<file path="config.mk">
export PLATFORM = sky130hd
export DESIGN_NAME = score_argmax_tracker
export DESIGN_NICKNAME = d
export VERILOG_FILES = /design/src/rtl/score_argmax_tracker_pkg.sv /design/src/rtl/score_argmax_tracker_top2_update.sv /design/src/rtl/score_argmax_tracker.sv
export SDC_FILE = /design/constraint.sdc
export NUM_CORES = 1
export LEC_CHECK = 0
export CAP_MARGIN = 10
export CORE_MARGIN = 4
export CORE_UTILIZATION = 30
export CTS_CLUSTER_SIZE = 10
export DETAILED_ROUTE_END_ITERATION = 12
export GPL_TIMING_DRIVEN = 0
export PLACE_DENSITY = 0.51
export SYNTH_ARGS = -nofsm -noshare
export SYNTH_HDL_FRONTEND = slang
export SYNTH_SLANG_ARGS = --single-unit
</file>
<file path="constraint.sdc">
create_clock -name Clk -period 3.8 [get_ports Clk]
set_clock_uncertainty 0.1 [all_clocks]
set_input_delay 0.57 -clock Clk [delete_from_list [all_inputs] [get_ports Clk]]
set_output_delay 0.57 -clock Clk [all_outputs]
set_load 0.02 [all_outputs]
</file>
<file path="src/rtl/score_argmax_tracker_pkg.sv">
// Shared types and helpers for the streaming top-2 score tracker.
// Latency: n/a (types, constants and a pure compare function only).
// Backpressure: n/a.
package score_argmax_tracker_pkg;

    // Frame geometry and score width are fixed here because top2_t is built from them.
    localparam int NUM_CLASSES = 10;
    localparam int SCORE_W     = 16;
    localparam int IDX_W       = $clog2(NUM_CLASSES);

    // FSM encoding: accumulate beats, then one dead cycle to commit the frame.
    localparam logic [0:0] ST_ACCUM  = 1'b0;
    localparam logic [0:0] ST_COMMIT = 1'b1;

    // Running best / runner-up of the frame in flight.
    typedef struct packed {
        logic [IDX_W-1:0]   best_idx;
        logic [SCORE_W-1:0] best_score;
        logic [IDX_W-1:0]   sec_idx;
        logic [SCORE_W-1:0] sec_score;
        logic               sec_valid;
    } top2_t;

    // Strict greater-than under the selected arithmetic; equality is never a win,
    // which is what keeps the lower index on ties.
    function automatic logic score_gt(input logic [SCORE_W-1:0] a,
                                      input logic [SCORE_W-1:0] b,
                                      input logic               signed_mode);
        if (signed_mode) begin
            return $signed(a) > $signed(b);
        end
        return a > b;
    endfunction

endpackage

</file>
<file path="src/rtl/score_argmax_tracker_top2_update.sv">
// Next-state of the running top-2 given one new (index, score) beat.
// Latency: combinational.
// Backpressure: none; the caller decides when to register the result.
module score_argmax_tracker_top2_update
    import score_argmax_tracker_pkg::*;
#(
    parameter bit SIGNED_MODE = 1'b0
) (
    input  logic               first,
    input  top2_t              cur,
    input  logic [IDX_W-1:0]   idx,
    input  logic [SCORE_W-1:0] score,
    output top2_t              nxt
);

    // Beat 0 restarts the frame; later beats displace best, else displace runner-up.
    always_comb begin
        nxt = cur;
        if (first) begin
            nxt.best_idx   = idx;
            nxt.best_score = score;
            nxt.sec_idx    = '0;
            nxt.sec_score  = '0;
            nxt.sec_valid  = 1'b0;
        end else if (score_gt(score, cur.best_score, SIGNED_MODE)) begin
            nxt.sec_idx    = cur.best_idx;
            nxt.sec_score  = cur.best_score;
            nxt.sec_valid  = 1'b1;
            nxt.best_idx   = idx;
            nxt.best_score = score;
        end else if (!cur.sec_valid || score_gt(score, cur.sec_score, SIGNED_MODE)) begin
            nxt.sec_idx    = idx;
            nxt.sec_score  = score;
            nxt.sec_valid  = 1'b1;
        end
    end

endmodule

</file>
<file path="src/rtl/score_argmax_tracker.sv">
// Streaming top-2 decision unit: per-frame winner, margin, confidence, debounced class, readback.
// Latency: Out_Valid pulses the cycle after the one-cycle COMMIT state that follows the last beat.
// Backpressure: In_Ready drops for exactly the COMMIT cycle of each frame (and during reset).
module score_argmax_tracker
    import score_argmax_tracker_pkg::*;
#(
    parameter int                 SIGNED_MODE   = 0,
    parameter logic [SCORE_W-1:0] CONF_MARGIN   = 16'h0800,
    parameter int                 STABLE_FRAMES = 4
) (
    input  logic               Clk,
    input  logic               Reset_n,
    input  logic               In_Valid,
    output logic               In_Ready,
    input  logic [SCORE_W-1:0] In_Score,
    input  logic               In_Last,
    output logic               Out_Valid,
    output logic [IDX_W-1:0]   Out_Class,
    output logic [SCORE_W-1:0] Out_Score,
    output logic [IDX_W-1:0]   Out_Second,
    output logic [SCORE_W-1:0] Out_Margin,
    output logic               Out_Confident,
    output logic               Stable_Valid,
    output logic [IDX_W-1:0]   Stable_Class,
    input  logic [IDX_W-1:0]   Sel_Index,
    output logic [SCORE_W-1:0] Sel_Score,
    output logic               Frame_Err
);

    localparam int                 RUN_W    = $clog2(STABLE_FRAMES + 1);
    localparam logic [RUN_W-1:0]   RUN_MAX  = RUN_W'(STABLE_FRAMES);
    localparam logic [IDX_W-1:0]   LAST_IDX = IDX_W'(NUM_CLASSES - 1);
    localparam logic [IDX_W:0]     NUM_EXT  = (IDX_W + 1)'(NUM_CLASSES);

    logic [0:0]         state;
    logic [IDX_W-1:0]   beat_cnt;
    top2_t              top2_q;
    top2_t              top2_nxt;
    logic [SCORE_W-1:0] shadow [NUM_CLASSES];
    logic [SCORE_W-1:0] bank   [NUM_CLASSES];
    logic [RUN_W-1:0]   run_cnt;
    logic [RUN_W-1:0]   run_nxt;
    logic [SCORE_W:0]   best_ext;
    logic [SCORE_W:0]   sec_ext;
    logic [SCORE_W:0]   diff;
    logic [SCORE_W-1:0] margin_nxt;
    logic               conf_nxt;
    logic               beat_acc;
    logic               beat_final;
    logic               frame_bad;
    logic               frame_done;

    // Ready is also gated by the raw reset so nothing is accepted while it is held.
    assign In_Ready   = Reset_n & (state == ST_ACCUM);
    assign beat_acc   = In_Valid & In_Ready;
    assign beat_final = (beat_cnt == LAST_IDX);
    assign frame_bad  = beat_acc & (In_Last ^ beat_final);
    assign frame_done = beat_acc & In_Last & beat_final;

    score_argmax_tracker_top2_update #(
        .SIGNED_MODE (SIGNED_MODE != 0)
    ) u_top2_update (
        .first (beat_cnt == '0),
        .cur   (top2_q),
        .idx   (beat_cnt),
        .score (In_Score),
        .nxt   (top2_nxt)
    );

    // Margin one bit wider than the scores so the signed range cannot wrap; saturate on overflow.
    always_comb begin
        if (SIGNED_MODE != 0) begin
            best_ext = {top2_q.best_score[SCORE_W-1], top2_q.best_score};
            sec_ext  = {top2_q.sec_score[SCORE_W-1], top2_q.sec_score};
        end else begin
            best_ext = {1'b0, top2_q.best_score};
            sec_ext  = {1'b0, top2_q.sec_score};
        end
        diff       = best_ext - sec_ext;
        margin_nxt = diff[SCORE_W] ? '1 : diff[SCORE_W-1:0];
        conf_nxt   = (margin_nxt >= CONF_MARGIN);
    end

    // Run length of confident identical winners, compared against the class committed last time.
    always_comb begin
        run_nxt = '0;
        if (conf_nxt) begin
            if (top2_q.best_idx == Out_Class) begin
                run_nxt = (run_cnt == RUN_MAX) ? RUN_MAX : run_cnt + 1'b1;
            end else begin
                run_nxt = RUN_W'(1);
            end
        end
    end

    // Frame sequencing: beat counting, running top-2, framing error and the commit state.
    always_ff @(posedge Clk or negedge Reset_n) begin
        if (!Reset_n) begin
            state     <= ST_ACCUM;
            beat_cnt  <= '0;
            top2_q    <= '0;
            Frame_Err <= 1'b0;
        end else begin
            if (state == ST_COMMIT) begin
                state <= ST_ACCUM;
            end else if (frame_done) begin
                state <= ST_COMMIT;
            end
            if (beat_acc) begin
                beat_cnt <= (frame_bad || frame_done) ? '0 : beat_cnt + 1'b1;
                top2_q   <= top2_nxt;
            end
            if (frame_bad) begin
                Frame_Err <= 1'b1;
            end
        end
    end

    // Shadow copy of the frame in flight; only a committed frame reaches the readback bank.
    always_ff @(posedge Clk or negedge Reset_n) begin
        if (!Reset_n) begin
            for (int i = 0; i < NUM_CLASSES; i++) begin
                shadow[i] <= '0;
            end
        end else if (beat_acc) begin
            shadow[beat_cnt] <= In_Score;
        end
    end

    // Commit: result registers, readback bank and debounce state load on leaving COMMIT.
    always_ff @(posedge Clk or negedge Reset_n) begin
        if (!Reset_n) begin
            Out_Valid     <= 1'b0;
            Out_Class     <= '0;
            Out_Score     <= '0;
            Out_Second    <= '0;
            Out_Margin    <= '0;
            Out_Confident <= 1'b0;
            Stable_Valid  <= 1'b0;
            Stable_Class  <= '0;
            run_cnt       <= '0;
            for (int i = 0; i < NUM_CLASSES; i++) begin
                bank[i] <= '0;
            end
        end else begin
            Out_Valid <= (state == ST_COMMIT);
            if (state == ST_COMMIT) begin
                Out_Class     <= top2_q.best_idx;
                Out_Score     <= top2_q.best_score;
                Out_Second    <= top2_q.sec_idx;
                Out_Margin    <= margin_nxt;
                Out_Confident <= conf_nxt;
                run_cnt       <= run_nxt;
                bank          <= shadow;
                if (run_nxt == RUN_MAX) begin
                    Stable_Class <= top2_q.best_idx;
                    Stable_Valid <= 1'b1;
                end
            end
        end
    end

    // Readback of the committed frame; out-of-range selects read as zero.
    always_comb begin
        Sel_Score = '0;
        if ({1'b0, Sel_Index} < NUM_EXT) begin
            Sel_Score = bank[Sel_Index];
        end
    end

endmodule
</file>
==> qor.yml, run 1 <==
drt-vias-per-instance: 4.88
die_y_um: 259
power_w: 0.0140
r2r_end: "Stable_Class[2]"
port_buffers: 86
power_density_nw_per_um2: 620
required_ns: 3.13
rr_worst_depth: 11
syn2layout_area_growth_pct: 19.6
dp.cells: 2281
yosys_most_used_dff: "dfrtp_1"
synth_edf_count: 0
tritoncts: "built"
leakage_nw: 10.4
status: "completed"
post_cts_buffers: 0
syn_area_per_cell_sq_um: 13.9
dr.pass1.iters: 5
die_area_sq_um: 66900
drcViolationCount: 0
start_util: 0.304
cp.arrival_ns: 3.06
synth.distinct_cells: 70
routed_wl_mm: 49.7
start_kind: "primary input"
clock_path_buffers: 3
synth-async-reset-ratio: 1.00
rsz0062_at_grt: "true"
gp_congestion: 0.850
overflow: 0
core_sq_um: 61900
final_cells: 2350
die_w_um: 259
slew-limit-headroom: 0.300
slew_violations: 0
setup-violations-final: 0
antenna_cells: 0
grt_use_total: 0.149
drt-initial-drc-count: 538
syn_inst: 1354
post_drt_wl_per_cell_um: 21.1
vias: 11500
r2r_setup_slack_ns: 0.37
clock-sinks: 417
fin_crit_ns: 3.73
r2r-start: "best_ext[0]"
ctsHtreeMaxLevel: 2
tns_ns: 0
syn_area_sq_um: 18800
nets: 1584
ctsRootBufferMaster: "clkbuf_16"
grt_pass1_vias: 12200
grt_max_degree: 59
grt_pass1_wl_mm: 76.1
hp-class: "in2async"
dp_hpwl_mm: 35.4
syn-num-nets: 1433
fin_crit_sh: 0.983
antenna_found_initial: 0
worstMarginPinSlew_ns: 1.05
ant_nets: 0
drv_cap: 0
drive_above_1_share: 0.340
clk_latency_ns: 0.60
io_pins: 89
peakVddDrop_mv: 0.332
endpoint_kind: "primary output"
nFillCells: 5999
clk_pin_slew_ns: 0.06
worstSetupStartpoint: "Sel_Index[1]"
numCtsBuffers: 48
hold_violations: 0
synth-seq-area-share: 0.554
rows: 91
critPathKind: "in2out"
fmaxAchievable_ghz: 0.268
path_max_fanout: 10
ys_ff_latch: 417
ys_warn_count: 0
==> stage by stage <==
| stage | util | hold WS, ns | area (sq um) | worst slack (ns) |
|---|---|---|---|---|
| 6_report | 0.364 | 0.0526 | 22500 | 0.0657 |
| 4_1_cts | 0.364 | 0.0397 | 22500 | 0.0192 |
| 3_3_place_gp | 0.335 | 0.295 | 20700 | -16.20 |
| 3_5_place_dp | 0.337 | 0.301 | 20900 | -1.73 |
| 5_1_grt | 0.364 | 0.0644 | 22500 | -0.00492 |
| 2_1_floorplan | - | 0.174 | 18800 | 0.940 |
==> cells in the mapped netlist (3+ instances only) <==
cell,instances,area (sq um)
dfrtp_1,417,10400
a211oi_1,5,37.5
nand2_1,54,203
nor3_1,6,30.0
a221oi_1,17,149
buf_6,3,33.8
o21ai_0,31,155
nand3_1,3,15.0
nand2b_1,11,68.8
mux2_2,363,4090
mux2_1,5,56.3
nor2_1,35,131
mux4_2,32,721
nand4_1,6,37.5
a21oi_1,41,205
mux2_4,4,60.1
and2_1,4,25.0
buf_2,12,60.1
and3_1,22,138
a31oi_1,14,87.6
xnor2_1,6,52.6
nor2b_1,6,37.5
o21a_1,6,45.0
clkbuf_1,62,233
a21o_1,9,67.6
ha_1,54,676
buf_1,5,18.8
o211ai_1,8,60.1
a221o_1,19,190
inv_1,37,139
xor2_1,9,78.8
==> cells by family (layout without fill, tap and decap cells) <==
kind of cell | count (synthesis) | in the layout | synth area share
XOR/XNOR | 15 | 15 | 0.00698
buffers and inverters | 120 | 279 | 0.0259
AO/OA/AOI/OAI | 178 | 178 | 0.0684
flip-flops | 417 | 417 | 0.554
multiplexers | 404 | 404 | 0.261
adder cells (fa/ha/maj) | 55 | 55 | 0.0369
AND/OR/NAND/NOR | 165 | 165 | 0.0462
==> how the worst max path moves through the flow <==
| stage | endpoint | slack [ns] |
|---|---|---|
| after global routing | Sel_Score[6] | -0.005 |
| after CTS | Sel_Score[0] | 0.02 |
| after global placement | Out_Score[2] | -16.20 |
| final | Sel_Score[5] | 0.07 |
| after floorplan | best_ext[11] | 0.94 |
| after detailed placement | shadow[44] | -1.73 |
==> sequential cells by signal (all words and copies together) (netlist names), 9 cells and up <==
name / count
Out_Score: 16
bank: 160
best_ext: 16
Out_Margin: 16
top2_q: 9
sec_ext: 16
shadow: 160
==> where the power goes <==
part           switching, W  internal (W)
sequential         0.000596       0.00532
clock               0.00179       0.00230
combinational       0.00210       0.00185
total               0.00449       0.00947
==> worst max-delay path: stages <==
cell and delay [ns]:
clkbuf_1 0.35, clkbuf_1 0.63, mux4_2 0.34, nand2_1 0.10
a21oi_1 0.39, clkdlybuf4s50_1 0.68
==> repair_timing <==
action | CTS | global route
cloned | 4 | 0
endpoints found under the hold margin | 58 | 0
hold buffers | 9 | 0
resized for setup | 21 | 4
endpoints found under the setup margin | 219 | 7
==> per-layer routing <==
metal / global-route usage / up-vias / part of all wire
li1: - / 5250 / -
met1: 0.199 / 5958 / 0.46
met2: 0.250 / 183 / 0.48
met3: 0.0236 / 84 / 0.034
met4: 0.0463 / 0 / 0.027
met5: 0 / - / 0
==> cell type report <==
class / count / area [sq um] / share of cell area
clock inverter: 5 / 78.8 / 0.00350
multi-input combinational: 817 / 7930 / 0.352
sequential: 417 / 10400 / 0.463
timing repair buffer: 103 / 1280 / 0.0570
inverter: 38 / 143 / 0.00633
clock buffer: 53 / 1240 / 0.0551
buffer: 80 / 363 / 0.0161
tap: 837 / 1050 / 0.0465
==> cell usage in the layout (no fill, tap or decap), types with 5 or more instances in the layout <==
cell and count:
dfrtp_1 417, mux2_2 363, clkdlybuf4s50_1 85, clkbuf_1 58
ha_1 54, nand2_1 50, clkbuf_16 48, a21oi_1 41
inv_1 37, nor2_1 33, mux4_2 32, o21ai_0 31
and3_1 22, a221o_1 19, a221oi_1 17, a31oi_1 14
buf_2 12, nand2b_1 11, a21o_1 9, xor2_1 9
o211ai_1 8, buf_16 7, nand4_1 6, nor3_1 6
o21a_1 6, xnor2_1 6, nor2b_1 5, a211oi_1 5
mux2_1 5
No activity file was read; power rests on OpenSTA's default activity.
==> run 2, diff against run 1 <==
Clock period 3.8 ns to 4.4 ns, I/O delays scaled along.
==> run 2 against run 1 <==
Via count shrank 0.25%. Count of clock-buffer cells in the layout is the same. Routed wire length shrank 1.1%. Largest cell class unchanged. Largest power group unchanged.
==> qor.yml, run 2 (synthesized netlist as in run 1, its figures left out) <==
status: "completed"  # unchanged
drcViolationCount: 0  # unchanged
overflow: 0  # unchanged
drt-initial-drc-count: 551  # was 538
dp.cells: 2281  # unchanged
nFillCells: 6012  # was 5999
endpoint_kind: "primary output"  # unchanged
rr_worst_depth: 8  # was 11
power_density_nw_per_um2: 538  # was 620 nW/um^2
setup-violations-final: 0  # unchanged
drive_above_1_share: 0.332  # was 0.340
clk_pin_slew_ns: 0.05  # was 0.06 ns
power_w: 0.0120  # was 0.0140 W
antenna_found_initial: 0  # unchanged
gp_congestion: 0.850  # unchanged
syn2layout_area_growth_pct: 18.7  # was 19.6%
post_drt_wl_per_cell_um: 20.9  # was 21.1 um
start_kind: "primary input"  # unchanged
comb_power_share: 0.282  # was 0.283
path_buf_inv: 3  # unchanged
finish.utilization: 0.361  # was 0.364
dr.pass1.iters: 5  # unchanged
routed_wl_mm: 49.1  # was 49.7 mm
fin_crit_ns: 4.18
die_area_sq_um: 66900  # unchanged
r2r_setup_slack_ns: 0.95  # was 0.37 ns
p_switching_w: 0.00387  # was 0.00449 W
fmaxAchievable_ghz: 0.239
slew-limit-headroom: 0.286  # was 0.300
ctsHtreeMaxLevel: 2  # unchanged
ant_nets: 0  # unchanged
io_pins: 89  # unchanged
start_util: 0.304  # unchanged
grt_pass1_vias: 12100  # was 12200
antenna_cells: 0  # unchanged
path_max_fanout: 10  # unchanged
die_y_um: 259  # unchanged
fin_crit_sh: 0.951
ff_latch_area_sq_um: 10400  # unchanged
vias: 11400  # was 11500
ctsRootBufferMaster: "clkbuf_16"  # unchanged
nets: 1579  # was 1584
clock_path_buffers: 3  # unchanged
die_w_um: 259  # unchanged
multi_input_area_sq_um: 7910  # was 7930 sq um
cp.arrival_ns: 3.42  # was 3.06 ns
worstSetupStartpoint: "Sel_Index[0]"  # was Sel_Index[1]
hp-class: "in2async"  # unchanged
rows: 91  # unchanged
power.share.clock: 0.294  # was 0.293
r2r-start: "state"  # was best_ext[0]
grt_max_degree: 84  # was 59
grt_use_total: 0.147  # was 0.149
peakVddDrop_mv: 0.288  # was 0.332 mV
grt_pass1_wl_mm: 75.4  # was 76.1 mm
final_common_cell: "dfrtp_1"  # unchanged
post_cts_buffers: 0  # unchanged
cpPeakStageDelay_ns: 0.66  # was 0.68 ns
numCtsBuffers: 48  # unchanged
sw_frac_of_total: 0.322  # was 0.321
final_cells: 2345  # was 2350
tritoncts: "built"  # unchanged
mostFrequentLayoutCells: "417 x dfrtp_1, 363 x mux2_2, 85 x clkdlybuf4s50_1"  # unchanged
port_buffers: 86  # unchanged
r2r_end: "shadow[76]"  # was Stable_Class[2]
required_ns: 3.64  # was 3.13 ns
hold_violations: 0  # unchanged
leakage_nw: 10.3  # was 10.4 nW
drt-vias-per-instance: 4.88  # about the same
core_sq_um: 61900  # unchanged
path_cells: "buf_1 > buf_2 > mux2_2 > a221oi_1 > a21oi_1 > clkdlybuf4s50_1"  # was clkbuf_1 > clkbuf_1 > mux4_2 > nand2_1 > a21oi_1 > clkdlybuf4s50_1
tns_ns: 0  # unchanged
dp_hpwl_mm: 35.4  # unchanged
critPathKind: "in2out"  # unchanged
internal-power_w: 0.00816  # was 0.00947 W
rsz0062_at_grt: "false"  # was true
slew_violations: 0  # unchanged
cp_top_family: "buffers and inverters"  # unchanged
worstMarginPinSlew_ns: 1.07  # was 1.05 ns
clock-sinks: 417  # unchanged
reg.largest.list: "bank x160, shadow x160"  # unchanged
clk_latency_ns: 0.60  # about the same
drv_cap: 0  # unchanged
slowest_stage: "buf_1"  # was clkdlybuf4s50_1
p_seq_frac: 0.424  # about the same
-- run 2: cell count changes in the layout (fill, tap and decap cells not counted), sizes merged --
cell / previous run / this run
buf: 29 / 27
dlygate4sd3: 3 / 0
clkbuf: 114 / 115
bufbuf: 4 / 3
-- run 2: area by class of cell --
| class | count | area share |
|---|---|---|
| clock inverters | 5 | 0.00353 |
| plain buffers | 82 | 0.0159 |
| well taps | 837 | 0.0468 |
| inverters | 38 | 0.00638 |
| repair buffers | 96 | 0.0514 |
| flip-flops and latches | 417 | 0.467 |
| multi-input cells | 817 | 0.354 |
| clock buffers | 53 | 0.0555 |
-- run 2: worst max-delay path by stage --
stage,cells after the start,slack [ns],endpoint
2_1_floorplan,5,1.36,Sel_Score[10]
3_3_place_gp,1,-15.69,Out_Score[2]
3_5_place_dp,12,-1.22,shadow[44]
4_1_cts,6,0.10,Sel_Score[7]
5_1_grt,6,0.03,Sel_Score[14]
6_report,6,0.22,Sel_Score[0]
-- run 2: tightest hold or removal path, cell delays in order --
cell	delay [ns]
buf_8	0.12
buf_16	0.11
buf_16	0.25
-- run 2: routing by layer --
layer  track usage  routed length [um]  up-vias
met5             0                   0        -
met4        0.0463                1340        0
met3        0.0222                1670       84
met2         0.244               23600      188
met1         0.199               22500     5939
li1              -                   -     5235
-- run 2: power groups by stage --
stage          registers (W)  clock network [W]  logic [W]
4_1_cts              0.00511            0.00365    0.00341
2_1_floorplan        0.00502                  0    0.00246
6_report             0.00511            0.00353    0.00340
3_3_place_gp         0.00516                  0    0.00328
5_1_grt              0.00520            0.00380    0.00378
3_5_place_dp         0.00518                  0    0.00338
-- run 2: stage by stage --
| step | cell area, sq um | setup WS, ns | hold slack [ns] |
|---|---|---|---|
| 2_1_floorplan | 18800 | 1.36 | 0.252 |
| 3_3_place_gp | 20700 | -15.69 | 0.295 |
| 3_5_place_dp | 20900 | -1.22 | 0.301 |
| 4_1_cts | 22400 | 0.104 | 0.0260 |
| 5_1_grt | 22400 | 0.0333 | 0.0526 |
| 6_report | 22400 | 0.216 | 0.0428 |
-- run 2: timing repair --
action,4_1_cts,5_1_grt
hold endpoints to repair,58,0
gates cloned,3,0
endpoints found under the setup margin,168,3
gates resized for setup,4,2
hold buffers,3,0
==> run 3, diff against run 2 <==
Settings changed: DONT_BUFFER_PORTS set to 1, PLACE_DENSITY 0.51 to 0.5.
==> run 3 against run 2 <==
The run now ends with hold timing, slew limit left. Final area down 5.1%. Sequential cell count did not move. Count of clock-buffer cells in the layout is 1 higher. Maximum frequency rose by 6.6%. Via count fell by 3.5%. Sequential share of layout area rose by 2.5 points. Clock power grew 1%. Sequential power is 2% higher. Register-to-register slack worse by 0.36 ns. Hold slack lost 0.34 ns. Routed wire length is 2.0% lower. Highest routed layer is now met5.
==> qor.yml, run 3 (synthesized netlist as in run 1, its figures left out) <==
syn2layout_area_growth_pct: 12.7  # was 18.7%
dp_hpwl_mm: 34.5  # was 35.4 mm
drcViolationCount: 0  # unchanged
fin_crit_sh: 0.892  # was 0.951
die_y_um: 259  # unchanged
nFillCells: 6110  # was 6012
final_common_cell: "dfrtp_1"  # unchanged
tns_ns: 0  # unchanged
ctsRootBufferMaster: "clkbuf_16"  # unchanged
hp-class: "in2async"  # unchanged
cpPeakStageDelay_ns: 0.78  # was 0.66 ns
fmaxAchievable_ghz: 0.255  # was 0.239 GHz
drv_cap: 0  # unchanged
start_kind: "primary input"  # unchanged
hold_violations: 227  # was 0
clock_path_buffers: 3  # unchanged
slew_violations: 151  # was 0
sw_frac_of_total: 0.315  # was 0.322
rr_worst_depth: 8  # unchanged
clk_latency_ns: 0.58  # was 0.60 ns
drt-initial-drc-count: 536  # was 551
grt_pass1_wl_mm: 73.7  # was 75.4 mm
endpoint_kind: "primary output"  # unchanged
clock-sinks: 417  # unchanged
worstSetupStartpoint: "Sel_Index[0]"  # unchanged
setup-violations-final: 0  # unchanged
gp_congestion: 0.824  # was 0.850
power.share.clock: 0.302  # was 0.294
dr.pass1.iters: 4  # was 5
dp_slack_ns: 0.293  # was -1.22 ns
path_max_fanout: 10  # unchanged
grt_pass1_vias: 11700  # was 12100
r2r_setup_slack_ns: 0.59  # was 0.95 ns
post_cts_buffers: 0  # unchanged
post_drt_wl_per_cell_um: 21.4  # was 20.9 um
mostFrequentLayoutCells: "417 x dfrtp_1, 363 x mux2_2, 66 x clkbuf_1"  # was 417 x dfrtp_1, 363 x mux2_2, 85 x clkdlybuf4s50_1
fin_crit_ns: 3.92  # was 4.18 ns
r2r_end: "shadow[35]"  # was shadow[76]
vias: 11000  # was 11400
cts.repair.resized: 0  # was 4
path_cells: "buf_1 > clkbuf_1 > mux2_2 > a221oi_1 > a21oi_1"  # was buf_1 > buf_2 > mux2_2 > a221oi_1 > a21oi_1 > clkdlybuf4s50_1
die_area_sq_um: 66900  # unchanged
multi_input_area_sq_um: 7910  # about the same
die_w_um: 259  # unchanged
slew-limit-headroom: -0.0634  # was 0.286
tritoncts: "built"  # unchanged
violations: "hold timing, slew limit"
clk_pin_slew_ns: 0.05  # about the same
p_seq_frac: 0.439  # was 0.424
antenna_found_initial: 1  # was 0
grt_use_total: 0.143  # was 0.147
rows: 91  # unchanged
critPathKind: "in2out"  # unchanged
rsz0062_at_grt: "false"  # unchanged
drive_above_1_share: 0.343  # was 0.332
peakVddDrop_mv: 0.290  # was 0.288 mV
reg.largest.list: "bank x160, shadow x160"  # unchanged
io_pins: 89  # unchanged
core_sq_um: 61900  # unchanged
grt_max_degree: 419  # was 84
required_ns: 3.64  # about the same
comb_power_share: 0.259  # was 0.282
drt-vias-per-instance: 4.91  # was 4.88
overflow: 0  # unchanged
ant_nets: 0  # unchanged
slowest_stage: "buf_1"  # unchanged
start_util: 0.304  # unchanged
setup_ws_ns: 0.477  # was 0.216 ns
worstMarginPinSlew_ns: 1.60  # was 1.07 ns
routed_wl_mm: 48.1  # was 49.1 mm
cp.arrival_ns: 3.16  # was 3.42 ns
leakage_nw: 9.85  # was 10.3 nW
nets: 1483  # was 1579
power_density_nw_per_um2: 557  # was 538 nW/um^2
numCtsBuffers: 48  # unchanged
internal-power_w: 0.00809  # was 0.00816 W
antenna_cells: 0  # unchanged
p_switching_w: 0.00372  # was 0.00387 W
whs_ns: -0.299  # was 0.0428 ns
port_buffers: 0  # was 86
r2r-start: "state"  # unchanged
ff_latch_area_sq_um: 10400  # unchanged
status: "finished, violations left"  # was completed
ctsHtreeMaxLevel: 2  # unchanged
## run 3: per-layer routing
| layer | part of all wire | up-vias | global-route usage | routed length (um) |
|---|---|---|---|---|
| li1 | - | 5039 | - | - |
| met1 | 0.44 | 5768 | 0.185 | 21200 |
| met2 | 0.49 | 171 | 0.245 | 23700 |
| met3 | 0.048 | 67 | 0.0330 | 2290 |
| met4 | 0.020 | 2 | 0.0367 | 966 |
| met5 | 0.00042 | - | 0 | 20 |
## run 3: worst max-delay path by stage
stage | endpoint | slack [ns] | depth (start not counted)
3_5_place_dp | Sel_Score[13] | 0.29 | 5
3_3_place_gp | Sel_Score[13] | 0.29 | 5
6_report | Sel_Score[12] | 0.48 | 5
5_1_grt | Sel_Score[12] | 0.25 | 5
4_1_cts | Sel_Score[13] | 0.29 | 5
2_1_floorplan | Sel_Score[10] | 1.36 | 5
## run 3: cell type report
type | instances | share of cell area
Multi-Input combinational cell | 817 | 0.373
Buffer | 82 | 0.0163
Inverter | 38 | 0.00672
Tap cell | 837 | 0.0494
Sequential cell | 417 | 0.492
Clock inverter | 4 | 0.00383
Clock buffer | 54 | 0.0591
## run 3: worst max-delay path: cells and delay by family
family / cells / cell delay (ns)
buffers and inverters: 2 / 1.35
AO/OA/AOI/OAI: 2 / 0.71
multiplexers: 1 / 0.42
## run 3: stage by stage
| stage | area, sq um | cells | utilization | total power (W) | hold slack, ns |
|---|---|---|---|---|---|
| finish | 21200 | 2249 | 0.343 | 0.0118 | -0.299 |
| global route | 21200 | 2249 | 0.343 | 0.0125 | -0.327 |
| CTS | 21200 | 2249 | 0.343 | 0.0120 | -0.327 |
| detailed placement | 19900 | 2191 | 0.321 | 0.00831 | 0.278 |
| global placement | 19900 | 2191 | 0.321 | 0.00819 | 0.281 |
| floorplan | 18800 | 1354 | - | 0.00747 | 0.252 |
## run 3: power by group through the flow
stage / Sequential [W] / Clock, W / Combinational, W
5_1_grt: 0.00528 / 0.00384 / 0.00339
2_1_floorplan: 0.00502 / 0 / 0.00246
3_3_place_gp: 0.00522 / 0 / 0.00297
3_5_place_dp: 0.00526 / 0 / 0.00305
6_report: 0.00519 / 0.00357 / 0.00306
4_1_cts: 0.00519 / 0.00370 / 0.00307
